File: src/rtl/mem_ctrl_if.sv
// Request/response and RAM bus bundle for mem_ctrl.
// slave = controller view, master = IF/MEM/RAM side.
interface mem_ctrl_if #(
  parameter int ADDR_LEN = 32,
  parameter int DATA_LEN = 32
);
  logic                inst_needed_from_IF;
  logic [ADDR_LEN-1:0] inst_addr_from_IF;
  logic [DATA_LEN-1:0] inst_data_to_IF;
  logic                inst_rdy_to_IF;
  logic                inst_busy_to_IF;

  logic                data_needed_from_MEM;
  logic                data_we_from_MEM;
  logic [1:0]          data_size_from_MEM;
  logic [ADDR_LEN-1:0] data_addr_from_MEM;
  logic [DATA_LEN-1:0] data_wdata_from_MEM;
  logic [DATA_LEN-1:0] data_rdata_to_MEM;
  logic                data_rdy_to_MEM;
  logic                data_busy_to_MEM;

  logic [7:0]          ram_din;
  logic [7:0]          ram_dout;
  logic [ADDR_LEN-1:0] ram_a;
  logic                ram_wr;

  modport slave (
    input  inst_needed_from_IF,
    input  inst_addr_from_IF,
    output inst_data_to_IF,
    output inst_rdy_to_IF,
    output inst_busy_to_IF,
    input  data_needed_from_MEM,
    input  data_we_from_MEM,
    input  data_size_from_MEM,
    input  data_addr_from_MEM,
    input  data_wdata_from_MEM,
    output data_rdata_to_MEM,
    output data_rdy_to_MEM,
    output data_busy_to_MEM,
    input  ram_din,
    output ram_dout,
    output ram_a,
    output ram_wr
  );

  modport master (
    output inst_needed_from_IF,
    output inst_addr_from_IF,
    input  inst_data_to_IF,
    input  inst_rdy_to_IF,
    input  inst_busy_to_IF,
    output data_needed_from_MEM,
    output data_we_from_MEM,
    output data_size_from_MEM,
    output data_addr_from_MEM,
    output data_wdata_from_MEM,
    input  data_rdata_to_MEM,
    input  data_rdy_to_MEM,
    input  data_busy_to_MEM,
    output ram_din,
    input  ram_dout,
    input  ram_a,
    input  ram_wr
  );
endinterface

File: src/rtl/mem_ctrl.sv
// Byte-serial memory controller arbitrating IF fetches and
// MEM loads/stores onto a single byte-wide RAM port.
module mem_ctrl #(
  parameter int ADDR_LEN = 32,
  parameter int DATA_LEN = 32
) (
  input logic       clk,
  input logic       rst,
  mem_ctrl_if.slave bus
);
  typedef enum logic [2:0] {
    IDLE, INST_RD, DATA_RD, DATA_WR, DONE
  } state_t;

  state_t              r_state;
  logic [2:0]          r_cnt;
  logic [2:0]          r_n;
  logic                r_own_inst;
  logic                r_starve;
  logic [ADDR_LEN-1:0] r_addr;
  logic [DATA_LEN-1:0] r_wdata;
  logic [DATA_LEN-1:0] r_buf;
  logic [DATA_LEN-1:0] r_inst_data;
  logic [DATA_LEN-1:0] r_data_rdata;
  logic [ADDR_LEN-1:0] r_ram_a;
  logic [7:0]          r_ram_dout;
  logic                r_ram_wr;
  logic                r_inst_rdy;
  logic                r_data_rdy;

  logic [2:0]          w_n_req;
  logic                w_grant_data;
  logic                w_grant_inst;
  logic [2:0]          w_cnt_inc;
  logic [1:0]          w_cap_idx;
  logic [ADDR_LEN-1:0] w_next_a;
  logic [7:0]          w_next_byte;
  logic [DATA_LEN-1:0] w_buf_next;

  assign w_grant_data = bus.data_needed_from_MEM
                     && !(bus.inst_needed_from_IF && r_starve);
  assign w_grant_inst = bus.inst_needed_from_IF && !w_grant_data;
  assign w_cnt_inc    = r_cnt + 3'd1;
  assign w_cap_idx    = r_cnt[1:0] - 2'd1;
  assign w_next_a     = r_addr + ADDR_LEN'(w_cnt_inc);
  assign w_next_byte  = r_wdata[{w_cnt_inc[1:0], 3'b000} +: 8];

  // Decode request size into a byte count.
  always_comb begin
    w_n_req = 3'd4;
    case (bus.data_size_from_MEM)
      2'b00:   w_n_req = 3'd1;
      2'b01:   w_n_req = 3'd2;
      default: w_n_req = 3'd4;
    endcase
  end

  // Merge the byte arriving from RAM into the assembly buffer.
  always_comb begin
    w_buf_next = r_buf;
    if (r_cnt != 3'd0) begin
      w_buf_next[{w_cap_idx, 3'b000} +: 8] = bus.ram_din;
    end
  end

  // Main FSM: arbitrate in IDLE, stream bytes, pulse rdy in DONE.
  always_ff @(posedge clk) begin
    if (rst) begin
      r_state      <= IDLE;
      r_cnt        <= '0;
      r_n          <= '0;
      r_own_inst   <= 1'b0;
      r_starve     <= 1'b0;
      r_addr       <= '0;
      r_wdata      <= '0;
      r_buf        <= '0;
      r_inst_data  <= '0;
      r_data_rdata <= '0;
      r_ram_a      <= '0;
      r_ram_dout   <= '0;
      r_ram_wr     <= 1'b0;
      r_inst_rdy   <= 1'b0;
      r_data_rdy   <= 1'b0;
    end else begin
      unique case (r_state)
        IDLE: begin
          r_cnt <= '0;
          r_buf <= '0;
          if (w_grant_data) begin
            r_own_inst <= 1'b0;
            r_starve   <= bus.inst_needed_from_IF;
            r_addr     <= bus.data_addr_from_MEM;
            r_wdata    <= bus.data_wdata_from_MEM;
            r_n        <= w_n_req;
            r_ram_a    <= bus.data_addr_from_MEM;
            if (bus.data_we_from_MEM) begin
              r_state    <= DATA_WR;
              r_ram_wr   <= 1'b1;
              r_ram_dout <= bus.data_wdata_from_MEM[7:0];
            end else begin
              r_state <= DATA_RD;
            end
          end else if (w_grant_inst) begin
            r_own_inst <= 1'b1;
            r_starve   <= 1'b0;
            r_addr     <= bus.inst_addr_from_IF;
            r_n        <= 3'd4;
            r_ram_a    <= bus.inst_addr_from_IF;
            r_state    <= INST_RD;
          end else begin
            r_starve <= 1'b0;
          end
        end
        INST_RD, DATA_RD: begin
          r_cnt   <= w_cnt_inc;
          r_buf   <= w_buf_next;
          r_ram_a <= (w_cnt_inc < r_n) ? w_next_a : '0;
          if (r_cnt == r_n) begin
            r_state <= DONE;
            if (r_own_inst) begin
              r_inst_rdy  <= 1'b1;
              r_inst_data <= w_buf_next;
            end else begin
              r_data_rdy   <= 1'b1;
              r_data_rdata <= w_buf_next;
            end
          end
        end
        DATA_WR: begin
          if (w_cnt_inc < r_n) begin
            r_cnt      <= w_cnt_inc;
            r_ram_a    <= w_next_a;
            r_ram_dout <= w_next_byte;
          end else begin
            r_state      <= DONE;
            r_ram_wr     <= 1'b0;
            r_ram_a      <= '0;
            r_ram_dout   <= '0;
            r_data_rdy   <= 1'b1;
            r_data_rdata <= '0;
          end
        end
        DONE: begin
          r_state    <= IDLE;
          r_inst_rdy <= 1'b0;
          r_data_rdy <= 1'b0;
        end
        default: r_state <= IDLE;
      endcase
    end
  end

  assign bus.inst_data_to_IF   = r_inst_data;
  assign bus.inst_rdy_to_IF    = r_inst_rdy;
  assign bus.inst_busy_to_IF   = (r_state != IDLE) && !r_inst_rdy;
  assign bus.data_rdata_to_MEM = r_data_rdata;
  assign bus.data_rdy_to_MEM   = r_data_rdy;
  assign bus.data_busy_to_MEM  = (r_state != IDLE) && !r_data_rdy;
  assign bus.ram_a             = r_ram_a;
  assign bus.ram_dout          = r_ram_dout;
  assign bus.ram_wr            = r_ram_wr;
endmodule
File: src/flat_wrapper.sv
// flat-port wrapper written by rule: the top's interface ports become plain ports
module mem_ctrl_flat 
#(
  parameter int ADDR_LEN = 32,
  parameter int DATA_LEN = 32
)
  (clk, rst, bus_inst_needed_from_IF, bus_inst_addr_from_IF, bus_inst_data_to_IF, bus_inst_rdy_to_IF, bus_inst_busy_to_IF, bus_data_needed_from_MEM, bus_data_we_from_MEM, bus_data_size_from_MEM, bus_data_addr_from_MEM, bus_data_wdata_from_MEM, bus_data_rdata_to_MEM, bus_data_rdy_to_MEM, bus_data_busy_to_MEM, bus_ram_din, bus_ram_dout, bus_ram_a, bus_ram_wr);
  mem_ctrl_if #(.ADDR_LEN(ADDR_LEN), .DATA_LEN(DATA_LEN)) bus_i ();
  input logic clk;
  input logic rst;
  input wire logic [$bits(bus_i.inst_needed_from_IF)-1:0] bus_inst_needed_from_IF;
  input wire logic [$bits(bus_i.inst_addr_from_IF)-1:0] bus_inst_addr_from_IF;
  output wire logic [$bits(bus_i.inst_data_to_IF)-1:0] bus_inst_data_to_IF;
  output wire logic [$bits(bus_i.inst_rdy_to_IF)-1:0] bus_inst_rdy_to_IF;
  output wire logic [$bits(bus_i.inst_busy_to_IF)-1:0] bus_inst_busy_to_IF;
  input wire logic [$bits(bus_i.data_needed_from_MEM)-1:0] bus_data_needed_from_MEM;
  input wire logic [$bits(bus_i.data_we_from_MEM)-1:0] bus_data_we_from_MEM;
  input wire logic [$bits(bus_i.data_size_from_MEM)-1:0] bus_data_size_from_MEM;
  input wire logic [$bits(bus_i.data_addr_from_MEM)-1:0] bus_data_addr_from_MEM;
  input wire logic [$bits(bus_i.data_wdata_from_MEM)-1:0] bus_data_wdata_from_MEM;
  output wire logic [$bits(bus_i.data_rdata_to_MEM)-1:0] bus_data_rdata_to_MEM;
  output wire logic [$bits(bus_i.data_rdy_to_MEM)-1:0] bus_data_rdy_to_MEM;
  output wire logic [$bits(bus_i.data_busy_to_MEM)-1:0] bus_data_busy_to_MEM;
  input wire logic [$bits(bus_i.ram_din)-1:0] bus_ram_din;
  output wire logic [$bits(bus_i.ram_dout)-1:0] bus_ram_dout;
  output wire logic [$bits(bus_i.ram_a)-1:0] bus_ram_a;
  output wire logic [$bits(bus_i.ram_wr)-1:0] bus_ram_wr;
  assign bus_i.inst_needed_from_IF = bus_inst_needed_from_IF;
  assign bus_i.inst_addr_from_IF = bus_inst_addr_from_IF;
  assign bus_inst_data_to_IF = bus_i.inst_data_to_IF;
  assign bus_inst_rdy_to_IF = bus_i.inst_rdy_to_IF;
  assign bus_inst_busy_to_IF = bus_i.inst_busy_to_IF;
  assign bus_i.data_needed_from_MEM = bus_data_needed_from_MEM;
  assign bus_i.data_we_from_MEM = bus_data_we_from_MEM;
  assign bus_i.data_size_from_MEM = bus_data_size_from_MEM;
  assign bus_i.data_addr_from_MEM = bus_data_addr_from_MEM;
  assign bus_i.data_wdata_from_MEM = bus_data_wdata_from_MEM;
  assign bus_data_rdata_to_MEM = bus_i.data_rdata_to_MEM;
  assign bus_data_rdy_to_MEM = bus_i.data_rdy_to_MEM;
  assign bus_data_busy_to_MEM = bus_i.data_busy_to_MEM;
  assign bus_i.ram_din = bus_ram_din;
  assign bus_ram_dout = bus_i.ram_dout;
  assign bus_ram_a = bus_i.ram_a;
  assign bus_ram_wr = bus_i.ram_wr;
  mem_ctrl #(.ADDR_LEN(ADDR_LEN), .DATA_LEN(DATA_LEN)) u_core (.clk(clk), .rst(rst), .bus(bus_i));
endmodule
File: config.mk
export PLATFORM = sky130hd
export DESIGN_NAME = mem_ctrl_flat
export DESIGN_NICKNAME = d
export VERILOG_FILES = /design/src/rtl/mem_ctrl_if.sv /design/src/rtl/mem_ctrl.sv /design/src/flat_wrapper.sv
export SDC_FILE = /design/constraint.sdc
export NUM_CORES = 1
export LEC_CHECK = 0
export ABC_AREA = 1
export ABC_CLOCK_PERIOD_IN_PS = 3200
export BUFFER_PORTS_ARGS = -buffer_cell sky130_fd_sc_hd__buf_4
export CAP_MARGIN = 20
export CELL_PAD_IN_SITES_DETAIL_PLACEMENT = 0
export CELL_PAD_IN_SITES_GLOBAL_PLACEMENT = 1
export CORE_ASPECT_RATIO = 1.4
export CORE_MARGIN = 2
export CORE_UTILIZATION = 39
export CTS_CLUSTER_SIZE = 40
export DETAILED_ROUTE_END_ITERATION = 8
export PLACE_DENSITY = 0.88
export SETUP_SLACK_MARGIN = 0.5
export SKIP_CTS_REPAIR_TIMING = 1
export SYNTH_ARGS = -nofsm -noshare
export SYNTH_HDL_FRONTEND = slang
export SYNTH_SLANG_ARGS = --single-unit
export TNS_END_PERCENT = 20
File: constraint.sdc
create_clock -name clk -period 3.2 [get_ports clk]
set_clock_uncertainty 0.05 [all_clocks]
set_input_delay 0.32 -clock clk [delete_from_list [all_inputs] [get_ports clk]]
set_output_delay 0.32 -clock clk [all_outputs]
set_load 0.02 [all_outputs]
==> run summary, run 1 <==
unrepaired setup endpoints after global routing -> true
CTS tree -> yes
IO Pins -> 220
Fin. Hold Viols -> 0
Flop pwr share -> 0.327
root buffer cell -> clkbuf_16
clock power share -> 0.237
YS warnings -> 0
HP Start -> bus_data_wdata_from_MEM[8]
syn_area_per_cell -> 6.68 µm²
share of cells above drive strength 1 -> 0.184
Slowest cell on crit path -> o21ai_0
die width -> 143 µm
worst skew pair latency -> 500 ps
area of the die -> 0.0283 mm²
Num CTS Buffers -> 22
most frequent cell after synthesis -> nand2_1
cell taking the most area after synthesis -> dfxtp_1
slew of the pin with the lowest slew margin -> 968 ps
detailed-router iteration count before antenna repair -> 5
vias in the first global route -> 9831
min cycle time layout -> 2580 ps
nets -> 1872
R2R cell count -> 8
cells after synthesis -> 1573
Final period util -> 0.805
most used cell, CP -> nand3_1
wire length per cell -> 15.7 µm
hold depth -> 3
Final GP Congestion -> 0.916
final-report setup violation count -> 0
antenna violations before repair -> 2
DRT iter0 DRCs -> 581
placed wire-length estimate -> 23.6 mm
core area -> 0.0267 mm²
outcome -> finished, final reports clean
Largest stage delay, worst path -> 520 ps
Die Y-Extent -> 198 µm
H-tree depth -> 1
P_leak -> 5.75 nW
FF-to-FF End -> u_core.bus.inst_data_to_IF[26]
P&R area growth vs syn -> 25.7%
synth top area cells -> dfxtp_1, nand2_1, a21oi_1, o21ai_0, nor2_1
Synth Net Count -> 1697
Final TNS setup -> 0 ps
Site Rows -> 71
power share of the combinational group -> 0.436
maximum clock frequency -> 388 MHz
Synth async-reset ratio -> 0
cell breakdown of the critical path -> inv_1 -> ha_1 -> buf_4 -> nor2_1 -> nand3_1 -> o21ai_0 -> nand3_1 -> a21oi_1
crit path launch type -> register
top-area cell type share of the netlist area -> 0.408
Worst VDD drop -> 0.409 mV
IO Port Bufs -> 219
largest net degree at the start of global routing -> 83
Final Power -> 0.0117 W
hold endpoint -> u_core.r_wdata[8]
register area share after synthesis -> 0.408
first-pass GRT wire length -> 51.3 mm
Num Clock Sinks -> 214
max_cap viols -> 0
worst min-delay path class -> primary input to register
Finished Core Util -> 0.496
post-route ant nets -> 0
slew margin rel. -> 0.352
clk buf depth -> 3
Vias -> 10700
max-slew violation count -> 0
gr ovfl total -> 0
Switch Pwr -> 0.00489 W
Initial Util -> 0.394
CP required -> 3580 ps
Crit Reg-Reg Startpoint -> u_core.r_cnt[1]
setup slack, reg-to-reg -> 620 ps
top_reg_cell synth -> dfxtp_1
Yosys cell types -> 40
Internal -> 0.00679 W
Mapped Area -> 0.0105 mm²
crit end category -> register
Via-to-Cell Ratio -> 5.10
CTS clk-pin slew, worst paths -> 60 ps
Power Dens Cells -> 884 mW/mm²
Setup Crit Path Kind -> register to register
Residual DRC -> 0
Total GRT Usage -> 0.226
Critical Path Fanout Max -> 21
WL final -> 32.9 mm
Crit path arrival time -> 2950 ps
Commonest cells post-synth -> nand2_1, dfxtp_1, a21oi_1, nor2_1, inv_1
EDFF count, synth -> 0
FF+latch count, synth -> 214
Switching Share -> 0.418
power by group through the flow:
stage,combinational (W),sequential (W),clock (W)
6_report,0.00509,0.00382,0.00277
2_1_floorplan,0.00304,0.00415,0
3_3_place_gp,0.00498,0.00386,0
3_5_place_dp,0.00504,0.00387,0
4_1_cts,0.00506,0.00382,0.00283
5_1_grt,0.00567,0.00389,0.00293
cell type report:
| cell class | count | area (µm²) |
|---|---|---|
| antenna | 2 | 5.00 |
| clock buffer | 29 | 628 |
| clock inverter | 9 | 148 |
| fill | 2724 | 13400 |
| inverter | 173 | 651 |
| multi-input combinational | 1093 | 5220 |
| sequential | 214 | 4280 |
| tap | 328 | 410 |
| timing repair buffer | 244 | 1870 |
critical path: cells and delay by family (launching register included):
family / cells / cell delay [ps]
DFF: 1 / 440
buffers and inverters: 2 / 370
adders and majority gates: 1 / 330
AOI/OAI and AO/OA: 2 / 670
and+or+nand+nor: 3 / 630
sequential cells by signal, summed over array words and instances, names as in the netlist:
name	count
u_core.bus.ram_dout	8
u_core.bus.data_rdy_to_MEM	1
u_core.bus.inst_rdy_to_IF	1
u_core.bus.ram_wr	1
u_core.r_own_inst	1
u_core.bus.ram_a	32
u_core.bus.data_rdata_to_MEM	32
u_core.r_n	3
u_core.r_state	3
u_core.r_starve	1
u_core.r_cnt	3
u_core.bus.inst_data_to_IF	32
u_core.r_wdata	32
u_core.r_buf	32
u_core.r_addr	32
kinds of logic after synthesis:
group	count (synthesis)	share of synthesized area
flip-flops	214	0.408
buffers and inverters	267	0.0996
adder cells (fa/ha/maj)	13	0.0162
XOR/XNOR	5	0.00417
AO/OA/AOI/OAI	414	0.209
AND/OR/NAND/NOR	660	0.264
cells in the final DEF (no fill, tap or decap), types with 2 or more instances in the layout:
cell	count
a211oi_1	9
a21o_1	6
a21oi_1	193
a21oi_2	11
a31oi_1	7
buf_12	3
buf_4	241
bufinv_16	4
clkbuf_1	3
clkbuf_16	23
clkbuf_8	3
clkinv_1	2
clkinv_2	5
dfxtp_1	214
diode_2	2
ha_1	12
inv_1	162
inv_2	8
nand2_1	336
nand2_2	5
nand3_1	96
nand3_2	2
nand3b_1	3
nand4_1	29
nor2_1	171
nor2_2	2
nor2_4	5
nor3_1	3
o21ai_0	161
o21ai_1	13
o21ai_4	2
o22ai_1	8
or2_2	6
xor2_1	3
metrics by stage:
stage / hold WS [ps] / worst slack [ps] / cells / area, µm²
2_1_floorplan: 378 / 614 / 1573 / 10500
3_3_place_gp: 391 / 610 / 2049 / 12400
3_5_place_dp: 395 / 512 / 2049 / 12400
4_1_cts: 1.43 / 503 / 2087 / 13200
5_1_grt: 37.6 / 429 / 2092 / 13200
6_report: 18.6 / 623 / 2092 / 13200
worst max path at each step:
stage / startpoint / to / slack (ps) / cells after the start
final: u_core.r_cnt[1] / u_core.bus.inst_data_to_IF[26] / 620 / 8
after global placement: u_core.r_cnt[1] / u_core.bus.data_rdata_to_MEM[5] / 610 / 14
after global routing: u_core.r_cnt[1] / u_core.bus.ram_a[14] / 430 / 11
after CTS: u_core.r_cnt[1] / u_core.bus.data_rdata_to_MEM[9] / 500 / 14
after detailed placement: u_core.r_cnt[1] / u_core.bus.data_rdata_to_MEM[9] / 510 / 14
after floorplan: u_core.r_cnt[0] / u_core.bus.ram_a[5] / 610 / 12
per-layer routing:
metal | global-route usage | vias to the layer above | wire, µm
met4 | 0.0847 | 0 | 1060
li1 | - | 5476 | -
met1 | 0.262 | 4827 | 13000
met2 | 0.419 | 305 | 17200
met3 | 0.0300 | 68 | 1630
met5 | 0 | - | 0
Power figures use the tool's default switching activity.
==> inputs of run 2 (changes only) <==
ABC_CLOCK_PERIOD_IN_PS = 2600   (was 3200)
clock period = 2.6 ns   (was 3.2 ns; I/O delays follow)
==> run 2 against run 1 <==
  * The run now ends with hold timing left
  * Hold slack got worse by 45 ps
  * Flip-flop and latch count stayed put
  * Clock power grew 16%
  * Critical path type unchanged
  * Critical endpoint is now u_core.bus.data_rdata_to_MEM[20]
==> run summary, run 2 (synthesized netlist as in run 1, its figures left out) <==
largest net degree at the start of global routing -> 69 (was 83)
P_leak -> 5.99 nW (was 5.75 nW)
CTS tree -> yes (unchanged)
min cycle time layout -> 2310 ps (was 2580 ps)
placed wire-length estimate -> 24.0 mm (was 23.6 mm)
share of cells above drive strength 1 -> 0.228 (was 0.184)
detailed-router iteration count before antenna repair -> 7 (was 5)
violated checks -> hold timing
outcome -> complete, but fails checks (was finished, final reports clean)
gr ovfl total -> 0 (unchanged)
CP bufs+invs -> 4 (was 2)
clk buf depth -> 3 (unchanged)
Final period util -> 0.889 (was 0.805)
final-report setup violation count -> 0 (unchanged)
Setup Crit Path Kind -> register to register (unchanged)
Final GP Congestion -> 0.955 (was 0.916)
Initial Util -> 0.394 (unchanged)
Largest stage delay, worst path -> 400 ps (was 520 ps)
wire length per cell -> 16.4 µm (was 15.7 µm)
CP required -> 2960 ps (was 3580 ps)
Multi-input gate area -> 0.00550 mm² (was 0.00522 mm²)
slew of the pin with the lowest slew margin -> 807 ps (was 968 ps)
antenna violations before repair -> 1 (was 2)
H-tree depth -> 1 (unchanged)
worst min-delay path class -> primary input to register (unchanged)
max_cap viols -> 0 (unchanged)
Via-to-Cell Ratio -> 5.17 (was 5.10)
Final TNS setup -> 0 ps (unchanged)
Power Dens Cells -> 1100 mW/mm² (was 884 mW/mm²)
maximum clock frequency -> 433 MHz (was 388 MHz)
worst skew pair latency -> 520 ps (was 500 ps)
crit end category -> register (unchanged)
max-slew violation count -> 0 (unchanged)
Slowest cell on crit path -> dfxtp_4 (was o21ai_0)
Crit path arrival time -> 2670 ps (was 2950 ps)
Residual DRC -> 0 (unchanged)
Worst VDD drop -> 0.568 mV (was 0.409 mV)
commonest non-fill, non-tap cell in the layout -> nand2_1 (unchanged)
nets -> 1911 (was 1872)
Num Clock Sinks -> 214 (unchanged)
CTS clk-pin slew, worst paths -> 70 ps (was 60 ps)
Critical Path Fanout Max -> 7 (was 21)
post-route ant nets -> 0 (unchanged)
slew margin rel. -> 0.462 (was 0.352)
Total GRT Usage -> 0.231 (was 0.226)
first-pass GRT wire length -> 52.4 mm (was 51.3 mm)
crit-path leading delay family -> simple AND/OR/NAND/NOR gates (was compound AO/OA/AOI/OAI gates)
Die Y-Extent -> 198 µm (unchanged)
most used cell, CP -> nand2_2 (was nand3_1)
Fin. Hold Viols -> 6 (was 0)
core area -> 0.0267 mm² (unchanged)
Site Rows -> 71 (unchanged)
root buffer cell -> clkbuf_16 (unchanged)
Finished Core Util -> 0.521 (was 0.496)
cell breakdown of the critical path -> ha_4 -> xor2_4 -> ha_4 -> a21oi_2 -> nand2_2 -> inv_2 -> nand2_2 -> nand2_2 -> clkinv_4 -> nand3_4 -> buf_12 -> inv_2 -> nor2_1 -> nor2_1 (was inv_1 -> ha_1 -> buf_4 -> nor2_1 -> nand3_1 -> o21ai_0 -> nand3_1 -> a21oi_1)
Register Area -> 0.00429 mm² (was 0.00428 mm²)
area of the die -> 0.0283 mm² (unchanged)
IO Pins -> 220 (unchanged)
Num CTS Buffers -> 23 (was 22)
DRT iter0 DRCs -> 757 (was 581)
Filler cells -> 2678 (was 2724)
WL final -> 34.8 mm (was 32.9 mm)
die width -> 143 µm (unchanged)
Vias -> 11000 (was 10700)
unrepaired setup endpoints after global routing -> true (unchanged)
crit path launch type -> register (unchanged)
most frequent cells in the layout -> nand2_1, buf_4, dfxtp_1, a21oi_1, nor2_1 (unchanged)
vias in the first global route -> 10100 (was 9831)
Worst Hold Slack -> -26.0 ps (was 18.6 ps)
P&R area growth vs syn -> 32.2% (was 25.7%)
IO Port Bufs -> 219 (unchanged)
==> run 2: changes by cell type in the layout (fill, tap and decap cells not counted), moves of 9 or more <==
cell     change
buf_4       +19
nand2_1     -22
nand2_2     +20
nor2_1       -9
o21ai_0     -17
o21ai_1     +15
==> run 2: metal layers <==
metal	vias to the layer above	part of all wire	global-route usage
met2	348	0.52	0.434
met5	-	0	0
met3	77	0.052	0.0293
met1	5038	0.39	0.259
met4	0	0.040	0.0942
li1	5546	-	-
==> run 2: final cells by class <==
type / count / share of cell area
flip-flops and latches: 214 / 0.309
multi-input cells: 1093 / 0.396
well taps: 328 / 0.0295
diodes: 1 / 0.000180
inverters: 173 / 0.0475
clock inverters: 5 / 0.00396
clock buffers: 35 / 0.0483
repair buffers: 282 / 0.166
==> run 2: final timing paths <==
check | slack (ps) | cells after the start | from | endpoint
setup / recovery | 290 | 14 | u_core.r_cnt[0] | u_core.bus.data_rdata_to_MEM[20]
hold / removal | -30 | 3 | bus_data_wdata_from_MEM[12] | u_core.r_wdata[12]
setup reg to reg | 290 | 14 | u_core.r_cnt[0] | u_core.bus.data_rdata_to_MEM[20]
hold reg to reg | 400 | 2 | u_core.r_wdata[20] | u_core.r_wdata[20]
==> run 2: per-stage QoR <==
| stage | total power (W) | cell area [µm²] | setup slack (ps) | cells | hold WS (ps) |
|---|---|---|---|---|---|
| 6_report | 0.0152 | 13900 | 289 | 2131 | -26.0 |
| 5_1_grt | 0.0162 | 13900 | 161 | 2131 | 0.886 |
| 4_1_cts | 0.0144 | 13300 | 70.2 | 2104 | -53.0 |
| 3_5_place_dp | 0.0111 | 12600 | 113 | 2064 | 395 |
| 3_3_place_gp | 0.0110 | 12600 | 205 | 2064 | 391 |
| 2_1_floorplan | 0.00891 | 10600 | 388 | 1573 | 353 |
==> run 2: report_power, final <==
part           internal, W  switching (W)
clock              0.00187        0.00135
combinational      0.00278        0.00453
sequential         0.00411       0.000600
==> run 2: worst reg2reg max path: cells and delay by family, from the launching register on <==
family | cells | cell delay [ps]
xor+xnor | 1 | 230
compound gates | 1 | 130
flops | 1 | 400
fa+ha+maj | 2 | 400
simple gates | 6 | 630
buf+inv | 4 | 370
==> inputs of run 3 (changes only) <==
ABC_CLOCK_PERIOD_IN_PS = 2700   (was 2600)
CORE_UTILIZATION = 42   (was 39)
PLACE_DENSITY = 0.93   (was 0.88)
clock period = 2.7 ns   (was 2.6 ns; I/O delays follow)
==> run 3 against run 2 <==
  * Sequential share of layout area grew 0.41 points
  * Setup slack gained 150 ps
  * Final cell count shrank 1.3%
  * The flow still finishes with violations (hold timing)
  * Largest cell class unchanged
  * Maximum frequency grew 2.3%
==> run summary, run 3 (synthesized netlist as in run 1, its figures left out) <==
unrepaired setup endpoints after global routing -> true (unchanged)
nets -> 1896 (was 1911)
Final period util -> 0.837 (was 0.889)
clk buf depth -> 3 (unchanged)
CP required -> 3060 ps (was 2960 ps)
WL final -> 33.7 mm (was 34.8 mm)
Worst VDD drop -> 0.569 mV (was 0.568 mV)
slew margin rel. -> 0.284 (was 0.462)
share of cells above drive strength 1 -> 0.220 (was 0.228)
most frequent cells in the layout -> nand2_1, buf_4, dfxtp_1, a21oi_1, nor2_1 (unchanged)
core area -> 0.0247 mm² (was 0.0267 mm²)
DP Area -> 0.0125 mm² (was 0.0126 mm²)
Final GP Congestion -> 0.924 (was 0.955)
root buffer cell -> clkbuf_16 (unchanged)
worst min-delay path class -> primary input to register (unchanged)
Largest stage delay, worst path -> 410 ps (was 400 ps)
Flop pwr share -> 0.312 (was 0.309)
Slowest cell on crit path -> dfxtp_4 (unchanged)
Fin. Hold Viols -> 4 (was 6)
grt met2 use -> 0.445 (was 0.434)
cell breakdown of the critical path -> ha_4 -> xor2_4 -> ha_4 -> a21oi_2 -> nand2_1 -> inv_2 -> nand2_4 -> nand2_4 -> clkinv_4 -> nand3_4 -> clkbuf_16 -> nand2_1 -> nand2_1 -> nor2_1 (was ha_4 -> xor2_4 -> ha_4 -> a21oi_2 -> nand2_2 -> inv_2 -> nand2_2 -> nand2_2 -> clkinv_4 -> nand3_4 -> buf_12 -> inv_2 -> nor2_1 -> nor2_1)
setup slack, reg-to-reg -> 440 ps (was 290 ps)
max_cap viols -> 0 (unchanged)
P&R area growth vs syn -> 30.4% (was 32.2%)
Crit path arrival time -> 2620 ps (was 2670 ps)
Residual DRC -> 0 (unchanged)
Worst Hold Slack -> -15.9 ps (was -26.0 ps)
IO Port Bufs -> 219 (unchanged)
IO Pins -> 220 (unchanged)
Num Clock Sinks -> 214 (unchanged)
area of the die -> 0.0263 mm² (was 0.0283 mm²)
fin cells -> 2104 (was 2131)
CP Launch Point -> u_core.r_cnt[0] (unchanged)
slew of the pin with the lowest slew margin -> 1070 ps (was 807 ps)
GR peak layer -> met2 (unchanged)
Switching Share -> 0.424 (was 0.425)
FF-to-FF End -> u_core.bus.data_rdata_to_MEM[22] (was u_core.bus.data_rdata_to_MEM[20])
Num CTS Buffers -> 22 (was 23)
placed wire-length estimate -> 23.1 mm (was 24.0 mm)
most used cell, CP -> nand2_1 (was nand2_2)
P_leak -> 5.92 nW (was 5.99 nW)
Crit Reg-Reg Startpoint -> u_core.r_cnt[0] (unchanged)
Initial Util -> 0.426 (was 0.394)
crit-path leading delay family -> simple AND/OR/NAND/NOR gates (unchanged)
CP bufs+invs -> 3 (was 4)
post-route ant nets -> 0 (unchanged)
outcome -> complete, but fails checks (unchanged)
# placed instances -> 2046 (was 2064)
M1 GR Usage -> 0.270 (was 0.259)
Die Y-Extent -> 191 µm (was 198 µm)
HP Start -> bus_data_wdata_from_MEM[11] (was bus_data_wdata_from_MEM[12])
detailed-router iteration count before antenna repair -> 5 (was 7)
Final TNS setup -> 0 ps (unchanged)
Internal -> 0.00841 W (was 0.00876 W)
Setup Crit Path Kind -> register to register (unchanged)
Vias -> 11000 (about the same)
crit path launch type -> register (unchanged)
largest net degree at the start of global routing -> 94 (was 69)
min cycle time layout -> 2260 ps (was 2310 ps)
H-tree depth -> 1 (unchanged)
worst skew pair latency -> 520 ps (about the same)
Total GRT Usage -> 0.240 (was 0.231)
crit end category -> register (unchanged)
first-pass GRT wire length -> 50.4 mm (was 52.4 mm)
maximum clock frequency -> 443 MHz (was 433 MHz)
R2R cell count -> 14 (unchanged)
hold endpoint -> u_core.r_wdata[11] (was u_core.r_wdata[12])
Critical Path Fanout Max -> 7 (unchanged)
clock power share -> 0.227 (was 0.212)
final-report setup violation count -> 0 (unchanged)
CTS clk-pin slew, worst paths -> 70 ps (about the same)
DRT iter0 DRCs -> 684 (was 757)
commonest non-fill, non-tap cell in the layout -> nand2_1 (unchanged)
Site Rows -> 68 (was 71)
antenna violations before repair -> 1 (unchanged)
wire length per cell -> 16.0 µm (was 16.4 µm)
CTS tree -> yes (unchanged)
power share of the combinational group -> 0.461 (was 0.479)
max-slew violation count -> 0 (unchanged)
violated checks -> hold timing (unchanged)
vias in the first global route -> 10100 (about the same)
Finished Core Util -> 0.556 (was 0.521)
met3 usage -> 0.0324 (was 0.0293)
hold depth -> 3 (unchanged)
fin area -> 0.0137 mm² (was 0.0139 mm²)
Switch Pwr -> 0.00618 W (was 0.00648 W)
die width -> 138 µm (was 143 µm)
gr ovfl total -> 0 (unchanged)
Power Dens Cells -> 1060 mW/mm² (was 1100 mW/mm²)
Via-to-Cell Ratio -> 5.24 (was 5.17)
run 3: cell types whose count changed in the layout (fill, tap and decap cells not counted), sizes merged:
cell	previous run	this run
bufinv	1	4
inv	170	173
buf	270	262
clkinv	5	7
clkbuf	40	30
nand3	99	98
dlygate4sd3	7	4
run 3: layout make-up:
type,count,area (µm²)
repair buffers,269,2150
multi-input cells,1092,5430
clock buffers,27,601
well taps,315,394
diodes,1,2.50
inverters,173,669
clock inverters,13,179
flip-flops and latches,214,4290
fillers,2385,11000
run 3: metal layers:
metal / part of all wire / up-vias
met1: 0.38 / 5022
li1: - / 5520
met4: 0.043 / 0
met5: 0 / -
met3: 0.058 / 86
met2: 0.52 / 401
run 3: power by group through the flow:
stage                     clock network (W)  logic [W]  registers (W)
after floorplan                           0    0.00365        0.00492
after global routing                0.00349    0.00740        0.00464
final                               0.00331    0.00673        0.00455
after CTS                           0.00337    0.00600        0.00453
after global placement                    0    0.00587        0.00457
after detailed placement                  0    0.00597        0.00458
run 3: how the worst max path moves through the flow:
stage                     cells past startpoint  slack, ps                               end
after floorplan                              16        490  u_core.bus.data_rdata_to_MEM[28]
after global placement                       14        220        u_core.bus.data_rdy_to_MEM
after detailed placement                     14         80        u_core.bus.data_rdy_to_MEM
after CTS                                    14         70        u_core.bus.data_rdy_to_MEM
after global routing                         14        360        u_core.bus.data_rdy_to_MEM
final                                        14        440  u_core.bus.data_rdata_to_MEM[22]
run 3: through the flow:
stage | hold WS [ps] | power (W) | worst slack (ps)
finish | -15.9 | 0.0146 | 441
global route | 2.68 | 0.0155 | 359
CTS | -44.2 | 0.0139 | 70.9
detailed placement | 396 | 0.0106 | 84.5
global placement | 389 | 0.0104 | 216
floorplan | 363 | 0.00857 | 487
run 3: worst reg2reg max path: cells and delay by family, from the launching register on:
kind / cells / cell delay [ps]
compound gates: 1 / 110
flops: 1 / 410
fa+ha+maj: 2 / 420
buf+inv: 3 / 370
simple gates: 7 / 580
xor+xnor: 1 / 240
